[src/rtl/mem_word_adapter_if.sv]
// Byte-wide request bus between an upstream stage and memory_system.
// busy is registered on the provider side and rises the cycle after a dispatch.
interface memory_bus;
    logic [31:0] addr;
    logic [7:0]  write_data;
    logic        dispatch_read;
    logic        dispatch_write;
    logic [7:0]  read_data;
    logic        busy;

    modport CONSUMER (
        output addr, write_data, dispatch_read, dispatch_write,
        input  read_data, busy
    );

    modport PROVIDER (
        input  addr, write_data, dispatch_read, dispatch_write,
        output read_data, busy
    );
endinterface

[src/rtl/mem_word_adapter.sv]
// Splits one 8/16/32-bit load/store into single-byte bus transactions and
// assembles little-endian load data; bad size/alignment answers without bus traffic.
module mem_word_adapter #(
    parameter bit          CHECK_ALIGN = 1'b1,
    parameter logic [31:0] ERR_RDATA   = 32'h0
) (
    input  logic        clk_in,
    input  logic        rst_in,
    input  logic        req_valid,
    output logic        req_ready,
    input  logic        req_write,
    input  logic [1:0]  req_size,
    input  logic        req_signed,
    input  logic [31:0] req_addr,
    input  logic [31:0] req_wdata,
    output logic        resp_valid,
    output logic [31:0] resp_rdata,
    output logic        resp_error,
    memory_bus.CONSUMER bus
);

    typedef enum logic [2:0] {IDLE, ISSUE, WAIT, RESP, ERR} state_t;

    state_t      state_reg, state_next;
    logic        write_reg, signed_reg;
    logic [1:0]  size_reg, cnt_reg;
    logic [31:0] addr_reg, wdata_reg, rdata_reg;
    logic        ready_reg, resp_valid_reg, resp_error_reg;
    logic [31:0] resp_rdata_reg;

    logic        accept, misaligned, req_error, byte_done, last_byte;
    logic [1:0]  last_idx;
    logic [31:0] merged, load_result;

    assign accept     = req_valid && ready_reg;
    assign misaligned = (req_size == 2'd1 && req_addr[0]) ||
                        (req_size == 2'd2 && req_addr[1:0] != 2'b00);
    assign req_error  = (req_size == 2'd3) || (CHECK_ALIGN && misaligned);
    assign last_idx   = (size_reg == 2'd0) ? 2'd0 : (size_reg == 2'd1) ? 2'd1 : 2'd3;
    assign last_byte  = (cnt_reg == last_idx);
    assign byte_done  = (state_reg == WAIT) && !bus.busy;

    // Read data as it will look once the byte arriving this cycle is included.
    generate
        for (genvar gi = 0; gi < 4; gi++) begin : g_merge
            assign merged[8*gi +: 8] = (cnt_reg == 2'(gi)) ? bus.read_data
                                                           : rdata_reg[8*gi +: 8];
        end
    endgenerate

    always_comb begin
        load_result = merged;
        case (size_reg)
            2'd0:    load_result = {{24{signed_reg & merged[7]}},  merged[7:0]};
            2'd1:    load_result = {{16{signed_reg & merged[15]}}, merged[15:0]};
            default: load_result = merged;
        endcase
    end

    always_comb begin
        state_next         = state_reg;
        bus.dispatch_read  = 1'b0;
        bus.dispatch_write = 1'b0;
        case (state_reg)
            IDLE:  if (accept) state_next = req_error ? ERR : ISSUE;
            ISSUE: begin
                if (!bus.busy) begin
                    bus.dispatch_write = write_reg;
                    bus.dispatch_read  = !write_reg;
                    state_next         = WAIT;
                end
            end
            WAIT:  if (!bus.busy) state_next = last_byte ? RESP : ISSUE;
            RESP:  state_next = IDLE;
            ERR:   state_next = IDLE;
            default: state_next = IDLE;
        endcase
    end

    always_ff @(posedge clk_in) begin
        if (rst_in) begin
            state_reg      <= IDLE;
            write_reg      <= 1'b0;
            signed_reg     <= 1'b0;
            size_reg       <= 2'd0;
            cnt_reg        <= 2'd0;
            addr_reg       <= 32'h0;
            wdata_reg      <= 32'h0;
            rdata_reg      <= 32'h0;
            ready_reg      <= 1'b0;
            resp_valid_reg <= 1'b0;
            resp_error_reg <= 1'b0;
            resp_rdata_reg <= 32'h0;
        end else begin
            state_reg      <= state_next;
            ready_reg      <= (state_next == IDLE);
            resp_valid_reg <= (state_next == RESP) || (state_next == ERR);

            if (state_reg == IDLE && accept) begin
                write_reg  <= req_write;
                signed_reg <= req_signed;
                size_reg   <= req_size;
                cnt_reg    <= 2'd0;
                rdata_reg  <= 32'h0;
                // Rejected requests leave the bus address and data untouched.
                if (!req_error) begin
                    addr_reg  <= req_addr;
                    wdata_reg <= req_wdata;
                end
            end

            if (byte_done) begin
                if (!write_reg) rdata_reg <= merged;
                if (!last_byte) begin
                    cnt_reg   <= cnt_reg + 2'd1;
                    addr_reg  <= addr_reg + 32'd1;
                    wdata_reg <= {8'h00, wdata_reg[31:8]};
                end
            end

            if (state_next == ERR) begin
                resp_rdata_reg <= ERR_RDATA;
                resp_error_reg <= 1'b1;
            end else if (state_next == RESP) begin
                resp_rdata_reg <= write_reg ? 32'h0 : load_result;
                resp_error_reg <= 1'b0;
            end
        end
    end

    assign req_ready      = ready_reg;
    assign resp_valid     = resp_valid_reg;
    assign resp_rdata     = resp_rdata_reg;
    assign resp_error     = resp_error_reg;
    assign bus.addr       = addr_reg;
    assign bus.write_data = wdata_reg[7:0];

endmodule

[src/flat_wrapper.sv]
// flat-port wrapper written by rule: the top's interface ports become plain ports
module mem_word_adapter_flat 
#(
    parameter bit          CHECK_ALIGN = 1'b1,
    parameter logic [31:0] ERR_RDATA   = 32'h0
)
  (clk_in, rst_in, req_valid, req_ready, req_write, req_size, req_signed, req_addr, req_wdata, resp_valid, resp_rdata, resp_error, bus_addr, bus_write_data, bus_dispatch_read, bus_dispatch_write, bus_read_data, bus_busy);
  memory_bus bus_i ();
  input  logic clk_in;
  input  logic rst_in;
  input  logic req_valid;
  output logic req_ready;
  input  logic req_write;
  input  logic [1:0] req_size;
  input  logic req_signed;
  input  logic [31:0] req_addr;
  input  logic [31:0] req_wdata;
  output logic resp_valid;
  output logic [31:0] resp_rdata;
  output logic resp_error;
  output wire logic [$bits(bus_i.addr)-1:0] bus_addr;
  output wire logic [$bits(bus_i.write_data)-1:0] bus_write_data;
  output wire logic [$bits(bus_i.dispatch_read)-1:0] bus_dispatch_read;
  output wire logic [$bits(bus_i.dispatch_write)-1:0] bus_dispatch_write;
  input wire logic [$bits(bus_i.read_data)-1:0] bus_read_data;
  input wire logic [$bits(bus_i.busy)-1:0] bus_busy;
  assign bus_addr = bus_i.addr;
  assign bus_write_data = bus_i.write_data;
  assign bus_dispatch_read = bus_i.dispatch_read;
  assign bus_dispatch_write = bus_i.dispatch_write;
  assign bus_i.read_data = bus_read_data;
  assign bus_i.busy = bus_busy;
  mem_word_adapter #(.CHECK_ALIGN(CHECK_ALIGN), .ERR_RDATA(ERR_RDATA)) u_core (.clk_in(clk_in), .rst_in(rst_in), .req_valid(req_valid), .req_ready(req_ready), .req_write(req_write), .req_size(req_size), .req_signed(req_signed), .req_addr(req_addr), .req_wdata(req_wdata), .resp_valid(resp_valid), .resp_rdata(resp_rdata), .resp_error(resp_error), .bus(bus_i));
endmodule
[config.mk]
export PLATFORM = sky130hd
export DESIGN_NAME = mem_word_adapter_flat
export DESIGN_NICKNAME = d
export VERILOG_FILES = /design/src/rtl/mem_word_adapter_if.sv /design/src/rtl/mem_word_adapter.sv /design/src/flat_wrapper.sv
export SDC_FILE = /design/constraint.sdc
export NUM_CORES = 1
export LEC_CHECK = 0
export CAP_MARGIN = 20
export CORE_MARGIN = 3
export CORE_UTILIZATION = 50
export DETAILED_ROUTE_END_ITERATION = 8
export PLACE_DENSITY = 0.89
export SLEW_MARGIN = 15
export SYNTH_ARGS = -nofsm -noshare
export SYNTH_HDL_FRONTEND = slang
export SYNTH_SLANG_ARGS = --single-unit
[constraint.sdc]
create_clock -name clk_in -period 7.2 [get_ports clk_in]
set_clock_uncertainty 0.05 [all_clocks]
set_input_delay 1.08 -clock clk_in [delete_from_list [all_inputs] [get_ports clk_in]]
set_output_delay 1.08 -clock clk_in [all_outputs]
set_load 0.1 [all_outputs]
==> run_results.csv, run 1 <==
group,metric,value,unit
place,dp_cells,1082,
worst_setup_path,crit_path_top_delay_cell,"clkdlybuf4s50_1",
global_routing,grt_max_degree,102,
drt,drc,0,
die,die_area,0.0146,mm^2
yosys,ys_warn_count,0,
finish,nFillCells,1023,
timing,rsz0062_at_grt,"no",
clock_tree,clk_path_buf_depth,2,
global_routing,grt.total_usage,24.4,%
finish,multi_input_area,0.00346,mm^2
die,rows,41,
die,initial_core_util,51.6,%
clock_tree,cts_resized,0,
die,die_h,121,um
yosys,avgSynthCellArea,8.09,um^2
worst_setup_path,setup.worst_path.start,"bus_busy",
die,die_w,121,um
clock_tree,cts_buffers,17,
yosys,syn_nets,900,
drt,vias_per_cell,5.77,
finish,fin_cells,1115,
finish,post-route-util,68.5,%
global_routing,grt.overflow.total,0,
yosys,async_flop_share,0,%
die,coreArea,0.0128,mm^2
clock_tree,post_cts_buffers,0,
worst_setup_path,end_kind,"output port",
job,maxCapViolations,0,
worst_setup_path,crit_buf_inv,2,
drt,drt_wl_total,17.9,mm
yosys,synth_ff_type,"dfxtp_1",
power_and_ir_drop,vdd_drop_max,142,uV
clock_tree,clock-sinks,140,
yosys,synth_edf_count,0,
power_and_ir_drop,power_density,227,mW/mm^2
finish,seq_area,0.00280,mm^2
worst_setup_path,cp.arrival,3.55,ns
worst_setup_path,worstSetupStartpointType,"input pin",
yosys,syn_area,0.00660,mm^2
place,port_buffers,156,
global_routing,first_global_vias,5932,
place,dp_hpwl,11.6,mm
run_status,status,"completed",
place,place_congestion,0.859,
timing,tightest_slew,1.07,ns
timing,fin_crit_sh,65.0,%
global_routing,grt_pass1_wl,29.2,mm
global_routing,antenna_found_initial,0,
power_and_ir_drop,p_leak,3.04,nW
timing,setup_viol,0,
power_and_ir_drop,power.total,0.00198,W
worst_setup_path,crit_type,"in2out",
timing,period_needed,4.68,ns
timing,hold_viol_final,0,
clock_tree,cts_tree,"yes",
timing,maxSlewViolCount,0,
yosys,synth.yosys.seq_area_share,42.5,%
drt,firstDrtPassIters,6,
worst_setup_path,cp.required,6.07,ns
worst_setup_path,crit_fanout,6,
finish,final_layout_size_suffix_gt1_share,7.00,%
drt,drt_first_iter_violations,603,
worst_hold_path,hold_class,"reg2reg",
yosys,ys_ff_latch,140,
yosys,ys_types,54,
timing,fmax,214,MHz
drt,postRouteAntennaNets,0,
timing,fin_tns_setup,0,ns
clock_tree,clk_latency,0.42,ns
finish,fin_nets,1015,
worst_setup_path,path_delay_family,"buffers and inverters",
worst_hold_path,min-delay-start,"u_core.rdata_reg[11]",
clock_tree,htree_levels,4,
drt,wl_per_cell,16.1,um
die,ios,157,
drt,vias,6432,
finish,syn_to_final_growth,32.7,%
worst_setup_path,crit_chain,"clkdlybuf4s50_1 > nor4b_1 > and2_1 > clkdlybuf4s50_1",
clock_tree,root_buffer,"clkbuf_16",
finish,antennaDiodeCount,0,
worst_setup_path,cp_common_cell,"clkdlybuf4s50_1",
yosys,netlist_instances,815,
timing,slew_headroom,28.7,%
clock_tree,ctsHoldBuffers,0,
worst_setup_path,reg2reg_from,"u_core.state_reg[0]",
clock_tree,path_clk_slew,0.05,ns
worst_setup_path,max_stage_delay,1.13,ns
-- cell usage in the layout, fill, tap and decap left out, drive strengths merged, types with 6 or more instances in the layout --
cell type	Yosys	routed
clkdlybuf4s50	0	155
dfxtp	140	140
nor2	127	127
nand2	120	120
a21oi	80	80
mux2i	56	56
a311oi	26	26
nor3	22	22
clkbuf	54	20
inv	15	15
a31oi	15	15
nand3	13	13
and3	12	12
a22oi	12	12
mux2	11	11
o21ai	10	10
buf	14	9
and2	7	7
o211ai	7	7
nand4	7	7
or3	6	6
clkinv	0	6
-- cells by family (layout without fill, tap and decap cells) --
family / count (synthesis) / count (layout) / share of synthesized area, %
xor gates and xnor gates: 1 / 1 / 0.133
buffers and inverters: 83 / 211 / 5.25
DFF: 140 / 140 / 42.5
and+or+nand+nor: 343 / 343 / 23.2
adders and majority gates: 5 / 5 / 0.948
AOI/OAI and AO/OA: 176 / 176 / 17.6
muxes: 67 / 67 / 10.4
-- path summary, 6_finish.rpt --
kind,to,slack [ns],cells after the start
setup / recovery,bus_dispatch_write,2.52,4
hold / removal,u_core.rdata_reg[11],0.41,2
setup reg to reg,u_core.bus.addr[22],3.98,5
hold reg to reg,u_core.rdata_reg[11],0.41,2
-- report_power, final --
part	total (W)	internal [W]	switching [W]
registers	0.000822	0.000798	0.0000241
logic	0.000298	0.0000991	0.000199
clock network	0.000864	0.000533	0.000331
total	0.00198	0.00143	0.000554
-- metrics by stage --
stage | hold slack (ns) | worst slack [ns] | cell area [um^2]
6_report | 0.407 | 2.52 | 8750
5_1_grt | 0.430 | 2.39 | 8750
4_1_cts | 0.406 | 2.49 | 8730
3_5_place_dp | 0.398 | 2.51 | 8150
3_3_place_gp | 0.388 | 2.57 | 8150
2_1_floorplan | 0.379 | 3.86 | 6600
-- final cells by class --
class / count / area share (%)
Multi-Input combinational cell: 592 / 39.5
Inverter: 15 / 0.643
Timing Repair Buffer: 164 / 18.6
Tap cell: 172 / 2.46
Sequential cell: 140 / 32.0
Clock buffer: 20 / 5.33
Clock inverter: 12 / 1.37
-- routing by layer --
metal	vias up	global-route usage, %	part of all wire (%)	routed length [um]
met3	33	5.83	6.9	1240
met2	266	37.4	47	8360
met5	-	0	0	0
met1	3018	33.6	44	7880
met4	0	8.78	2.4	427
li1	3115	-	-	-
-- worst min-delay path, stage by stage, from the launching register on --
cell,delay [ns]
dfxtp_1,0.31
nand2_1,0.05
a21oi_1,0.05
-- cells in the mapped netlist (3+ instances only) --
cell type    n  area [um^2]
dfxtp_1    140         2800
nor2_1     127          477
nand2_1    118          443
a21oi_1     80          400
mux2i_1     56          561
clkbuf_1    54          203
a311oi_1    26          228
nor3_1      22          110
a31oi_1     15         93.8
inv_1       15         56.3
a22oi_1     12         90.1
and3_1      12         75.1
nand3_1     12         60.1
mux2_2      11          124
o21ai_0     10         50.1
buf_4        8         60.1
and2_1       7         43.8
nand4_1      7         43.8
o211ai_1     7         52.6
or3_1        6         37.5
ha_1         5         62.6
o311ai_0     5         43.8
or4_1        5         37.5
a32oi_1      4         35.0
buf_2        4         20.0
nor3b_1      4         30.0
nor4b_1      4         35.0
a211o_1      3         26.3
nand2b_1     3         18.8
nor4_1       3         18.8
or2_2        3         18.8
(Power assumes the default switching activity.)
==> run 2, diff against run 1 <==
--- a/config.mk
+++ b/config.mk
@@ -7,9 +7,9 @@
 export LEC_CHECK = 0
 export CAP_MARGIN = 20
 export CORE_MARGIN = 3
-export CORE_UTILIZATION = 50
+export CORE_UTILIZATION = 45
 export DETAILED_ROUTE_END_ITERATION = 8
-export PLACE_DENSITY = 0.89
+export PLACE_DENSITY = 0.85
 export SLEW_MARGIN = 15
 export SYNTH_ARGS = -nofsm -noshare
 export SYNTH_HDL_FRONTEND = slang
==> constraint.sdc (replaced) <==
create_clock -name clk_in -period 4 [get_ports clk_in]
set_clock_uncertainty 0.05 [all_clocks]
set_input_delay 0.6 -clock clk_in [delete_from_list [all_inputs] [get_ports clk_in]]
set_output_delay 0.6 -clock clk_in [all_outputs]
set_load 0.1 [all_outputs]
==> run_results.csv, run 2 (same netlist as run 1, synthesis figures left out) <==
group,metric,value,unit
run_status,status,"completed",
finish,antennaDiodeCount,0,
worst_setup_path,path_delay_family,"buffers and inverters",
global_routing,antenna_found_initial,0,
drt,postRouteAntennaNets,0,
drt,vias_per_cell,5.68,
worst_setup_path,max_stage_delay,0.57,ns
power_and_ir_drop,seq_power_share,41.2,%
clock_tree,cts_tree,"yes",
global_routing,grt.overflow.total,0,
drt,drt_wl_total,18.3,mm
timing,rsz0062_at_grt,"no",
clock_tree,clock-sinks,140,
place,place_congestion,0.900,
worst_setup_path,cp.required,4.25,ns
die,coreArea,0.0141,mm^2
clock_tree,cts_buffers,17,
power_and_ir_drop,power_density,408,mW/mm^2
timing,tightest_slew,1.04,ns
finish,final_common_cell,"clkdlybuf4s50_1",
clock_tree,ctsHoldBuffers,0,
clock_tree,path_clk_slew,0.06,ns
worst_setup_path,crit_fanout,49,
timing,fin_crit_sh,70.3,%
place,dp_hpwl,12.4,mm
power_and_ir_drop,sw_frac_of_total,27.9,%
place,port_buffers,156,
drt,firstDrtPassIters,5,
clock_tree,cts_resized,0,
die,die_w,127,um
die,ios,157,
worst_setup_path,worstSetupStartpointType,"input pin",
worst_setup_path,cp_common_cell,"buf_4",
timing,hold_viol_final,0,
drt,drt_first_iter_violations,585,
worst_setup_path,cp.arrival,3.06,ns
finish,mostFrequentLayoutCells,"153 x clkdlybuf4s50_1, 140 x dfxtp_1, 127 x nor2_1",
drt,wl_per_cell,16.2,um
worst_setup_path,crit_buf_inv,3,
clock_tree,clk_latency,0.42,ns
timing,slew_headroom,30.1,%
timing,period_needed,2.81,ns
die,rows,43,
clock_tree,htree_levels,4,
clock_tree,clk_path_buf_depth,2,
timing,fin_hold_ws,0.405,ns
worst_setup_path,crit_chain,"clkdlybuf4s50_1 > or4b_1 > buf_4 > a211o_2 > buf_4 > nand2b_1 > a21oi_1",
finish,fin_nets,1021,
global_routing,grt_pass1_wl,29.7,mm
power_and_ir_drop,vdd_drop_max,325,uV
worst_setup_path,end_kind,"register",
worst_setup_path,crit_type,"in2reg",
power_and_ir_drop,combPwrFrac,15.1,%
worst_hold_path,hold_class,"reg2reg",
timing,fin_tns_setup,0,ns
global_routing,grt_max_degree,59,
timing,setup_viol,0,
timing,fmax,356,MHz
power_and_ir_drop,p_sw,0.00100,W
die,die_h,127,um
die,initial_core_util,46.8,%
drt,drc,0,
timing,maxSlewViolCount,0,
clock_tree,root_buffer,"clkbuf_16",
finish,syn_to_final_growth,33.2,%
die,die_area,0.0161,mm^2
global_routing,grt.total_usage,22.4,%
clock_tree,post_cts_buffers,0,
drt,vias,6410,
power_and_ir_drop,p_leak,3.06,nW
global_routing,first_global_vias,5888,
job,maxCapViolations,0,
finish,final_layout_size_suffix_gt1_share,7.38,%
power_and_ir_drop,clkPwrFrac,43.7,%
worst_setup_path,crit_path_top_delay_cell,"or4b_1",
power_and_ir_drop,p_int,0.00259,W
[run 2: changes by cell type in the layout (fill, tap and decap cells not counted)]
cell	delta
clkinv_2	-4
buf_12	-1
clkinvlp_4	-1
clkbuf_1	+3
inv_6	+1
nor2_2	-1
buf_2	+1
buf_4	+8
clkdlybuf4s50_1	-2
clkinv_4	+1
nor2_1	+1
[run 2: worst paths after layout]
path,start,depth (start not counted),slack (ns),to
worst max register to register,u_core.size_reg[1],5,1.30,u_core.bus.addr[20]
worst min-delay path,u_core.rdata_reg[11],2,0.41,u_core.rdata_reg[11]
worst min register to register,u_core.rdata_reg[11],2,0.41,u_core.rdata_reg[11]
worst max-delay path,bus_busy,7,1.19,u_core.wdata_reg[25]
[run 2: layer usage]
| metal | vias up | routed length [um] | GRT usage (%) |
|---|---|---|---|
| met2 | 248 | 8580 | 34.5 |
| met1 | 3004 | 8220 | 31.1 |
| li1 | 3123 | - | - |
| met3 | 35 | 1100 | 4.22 |
| met5 | - | 0 | 0 |
| met4 | 0 | 440 | 9.09 |
[run 2: layout make-up]
type,count,area (um^2)
fillers,1200,5310
multi-input cells,592,3460
flip-flops and latches,140,2800
repair buffers,170,1660
clock buffers,23,478
well taps,180,225
clock inverters,9,110
inverters,15,56.3
[run 2: metrics by stage]
stage	setup slack [ns]	instance area (um^2)	std cells	power [W]	util [%]
after global placement	0.818	8200	1097	0.00204	58.2
after CTS	1.23	8790	1129	0.00361	62.3
final	1.19	8790	1129	0.00359	62.3
after floorplan	1.07	6600	815	0.00186	-
after detailed placement	0.777	8200	1097	0.00205	58.2
after global routing	1.04	8790	1129	0.00372	62.3
[run 2: tightest hold or removal path: cells and delay by family, from the launching register on]
family	cells	cell delay, ns
and+or+nand+nor	1	0.05
AOI/OAI and AO/OA	1	0.05
DFF	1	0.31
[run 2: power groups by stage]
stage                     logic (W)  registers (W)  clock network [W]
after floorplan            0.000222        0.00164                  0
after global placement     0.000535        0.00151                  0
after detailed placement   0.000540        0.00151                  0
after CTS                  0.000543        0.00148            0.00159
after global routing       0.000577        0.00148            0.00166
final                      0.000542        0.00148            0.00157
==> run 3, diff against run 2 <==
==> constraint.sdc (replaced) <==
create_clock -name clk_in -period 2.49 [get_ports clk_in]
set_clock_uncertainty 0.05 [all_clocks]
set_input_delay 0.3735 -clock clk_in [delete_from_list [all_inputs] [get_ports clk_in]]
set_output_delay 0.3735 -clock clk_in [all_outputs]
set_load 0.1 [all_outputs]
==> run_results.csv, run 3 (same netlist as run 1, synthesis figures left out) <==
group,metric,value,unit
clock_tree,post_cts_buffers,0,
power_and_ir_drop,power_density,631,mW/mm^2
run_status,status,"completed",
finish,final_common_cell,"nor2_1",
clock_tree,ctsHoldBuffers,0,
worst_setup_path,ff2ff_path_depth,7,
finish,final_layout_size_suffix_gt1_share,20.2,%
die,die_area,0.0161,mm^2
worst_setup_path,crit_chain,"or4b_1 > a211oi_4 > buf_4 > nand2_2 > buf_4 > o311ai_0 > a31oi_1",
worst_setup_path,reg2reg_from,"u_core.state_reg[0]",
drt,postRouteAntennaNets,0,
die,die_w,127,um
global_routing,antenna_found_initial,0,
drt,drt_wl_total,18.8,mm
timing,tightest_slew,0.615,ns
worst_setup_path,cp.required,2.72,ns
drt,drt_first_iter_violations,393,
worst_hold_path,hold_path_depth,2,
global_routing,grt.overflow.total,0,
clock_tree,path_clk_slew,0.05,ns
clock_tree,cts_buffers,17,
clock_tree,clk_latency,0.42,ns
clock_tree,clock-sinks,140,
worst_hold_path,whs_endpoint,"u_core.rdata_reg[30]",
global_routing,first_global_vias,6065,
worst_setup_path,crit_path_top_delay_cell,"or4b_1",
worst_setup_path,cp.arrival,2.64,ns
worst_setup_path,path_delay_family,"compound AO/OA/AOI/OAI gates",
worst_setup_path,r2r-end,"u_core.bus.addr[20]",
timing,slew_headroom,58.7,%
die,initial_core_util,46.8,%
global_routing,grt_pass1_wl,30.2,mm
place,place_ws,-0.238,ns
timing,fmax,414,MHz
job,maxCapViolations,0,
drt,dr_wl_met3,1.20,mm
clock_tree,clk_path_buf_depth,2,
clock_tree,root_buffer,"clkbuf_16",
drt,highest_layer,"met4",
timing,hold_viol_final,0,
drt,wl_per_cell,16.3,um
drt,wl_met1,8.31,mm
worst_setup_path,max_stage_delay,0.63,ns
worst_hold_path,hold_class,"in2reg",
timing,fin_crit_sh,96.9,%
timing,maxSlewViolCount,0,
place,place_congestion,0.872,
clock_tree,htree_levels,4,
worst_setup_path,crit_buf_inv,2,
drt,vias_per_cell,5.63,
worst_setup_path,worstSetupStartpointType,"register",
clock_tree,cts_tree,"yes",
timing,rsz0062_at_grt,"no",
finish,mostFrequentLayoutCells,"126 x nor2_1, 118 x nand2_1, 114 x dfxtp_1",
worst_setup_path,cp_common_cell,"buf_4",
finish,syn_to_final_growth,34.5,%
worst_setup_path,end_kind,"register",
drt,vias,6487,
power_and_ir_drop,power.total,0.00560,W
finish,fin_nets,1047,
die,die_h,127,um
power_and_ir_drop,vdd_drop_max,493,uV
timing,worst_slack,0.0774,ns
global_routing,grt_max_degree,62,
power_and_ir_drop,p_leak,3.36,nW
timing,setup_viol,0,
drt,drc,0,
die,rows,43,
die,ios,157,
global_routing,grt.total_usage,22.8,%
worst_setup_path,r2r_setup_slack,0.08,ns
finish,antennaDiodeCount,0,
drt,firstDrtPassIters,4,
place,dp_hpwl,13.1,mm
worst_setup_path,crit_fanout,8,
place,port_buffers,156,
worst_setup_path,crit_type,"reg2reg",
timing,period_needed,2.41,ns
die,coreArea,0.0141,mm^2
drt,wl_met2,8.70,mm
worst_hold_path,min-delay-start,"rst_in",
==> run 3: power by group <==
part / internal (W) / switching, W / leakage (nW)
registers: 0.00231 / 0.0000647 / 1.14
logic: 0.000310 / 0.000596 / 1.96
clock network: 0.00140 / 0.000909 / 0.261
==> run 3: layout make-up <==
cell class | instances | area, um^2
well taps | 180 | 225
fillers | 1197 | 5220
clock inverters | 8 | 70.1
inverters | 15 | 56.3
flip-flops and latches | 140 | 2840
clock buffers | 22 | 464
repair buffers | 196 | 1750
multi-input cells | 592 | 3470
==> run 3: worst register-to-register path, stage by stage, from the launching register on <==
cell and delay [ns]:
dfxtp_1 0.37, or4b_1 0.63, a211oi_4 0.20, buf_4 0.18, nand2_2 0.11, buf_4 0.16, o311ai_0 0.43, a31oi_1 0.14
==> run 3: worst max path at each step <==
stage	from	to	slack [ns]	depth (start not counted)
6_report	u_core.state_reg[0]	u_core.bus.addr[20]	0.08	7
5_1_grt	u_core.state_reg[0]	u_core.bus.addr[20]	0.02	7
4_1_cts	bus_busy	bus_dispatch_read	0.12	6
3_5_place_dp	bus_busy	u_core.bus.addr[20]	-0.24	8
3_3_place_gp	bus_busy	u_core.bus.addr[20]	-0.12	7
2_1_floorplan	u_core.cnt_reg[0]	u_core.resp_rdata[22]	0.01	9
==> run 3: per-layer routing <==
| layer | global-route usage, % | vias to the layer above |
|---|---|---|
| met2 | 35.6 | 240 |
| met3 | 5.35 | 48 |
| met4 | 9.09 | 0 |
| li1 | - | 3168 |
| met5 | 0 | - |
| met1 | 30.6 | 3031 |
==> run 3: repair_timing <==
action	CTS	global route
gates resized for setup	0	1
hold endpoints to repair	0	0
endpoints found under the setup margin	0	5
==> run 3: metrics by stage <==
| stage | area, um^2 | setup TNS [ns] | hold slack [ns] | std cells | util (%) |
|---|---|---|---|---|---|
| after global placement | 8340 | -6.32 | 0.387 | 1123 | 59.1 |
| final | 8870 | 0 | 0.345 | 1153 | 62.9 |
| after detailed placement | 8340 | -11.72 | 0.392 | 1123 | 59.1 |
| after global routing | 8870 | 0 | 0.342 | 1153 | 62.9 |
| after CTS | 8870 | 0 | 0.324 | 1153 | 62.9 |
| after floorplan | 6640 | 0 | 0.379 | 815 | - |
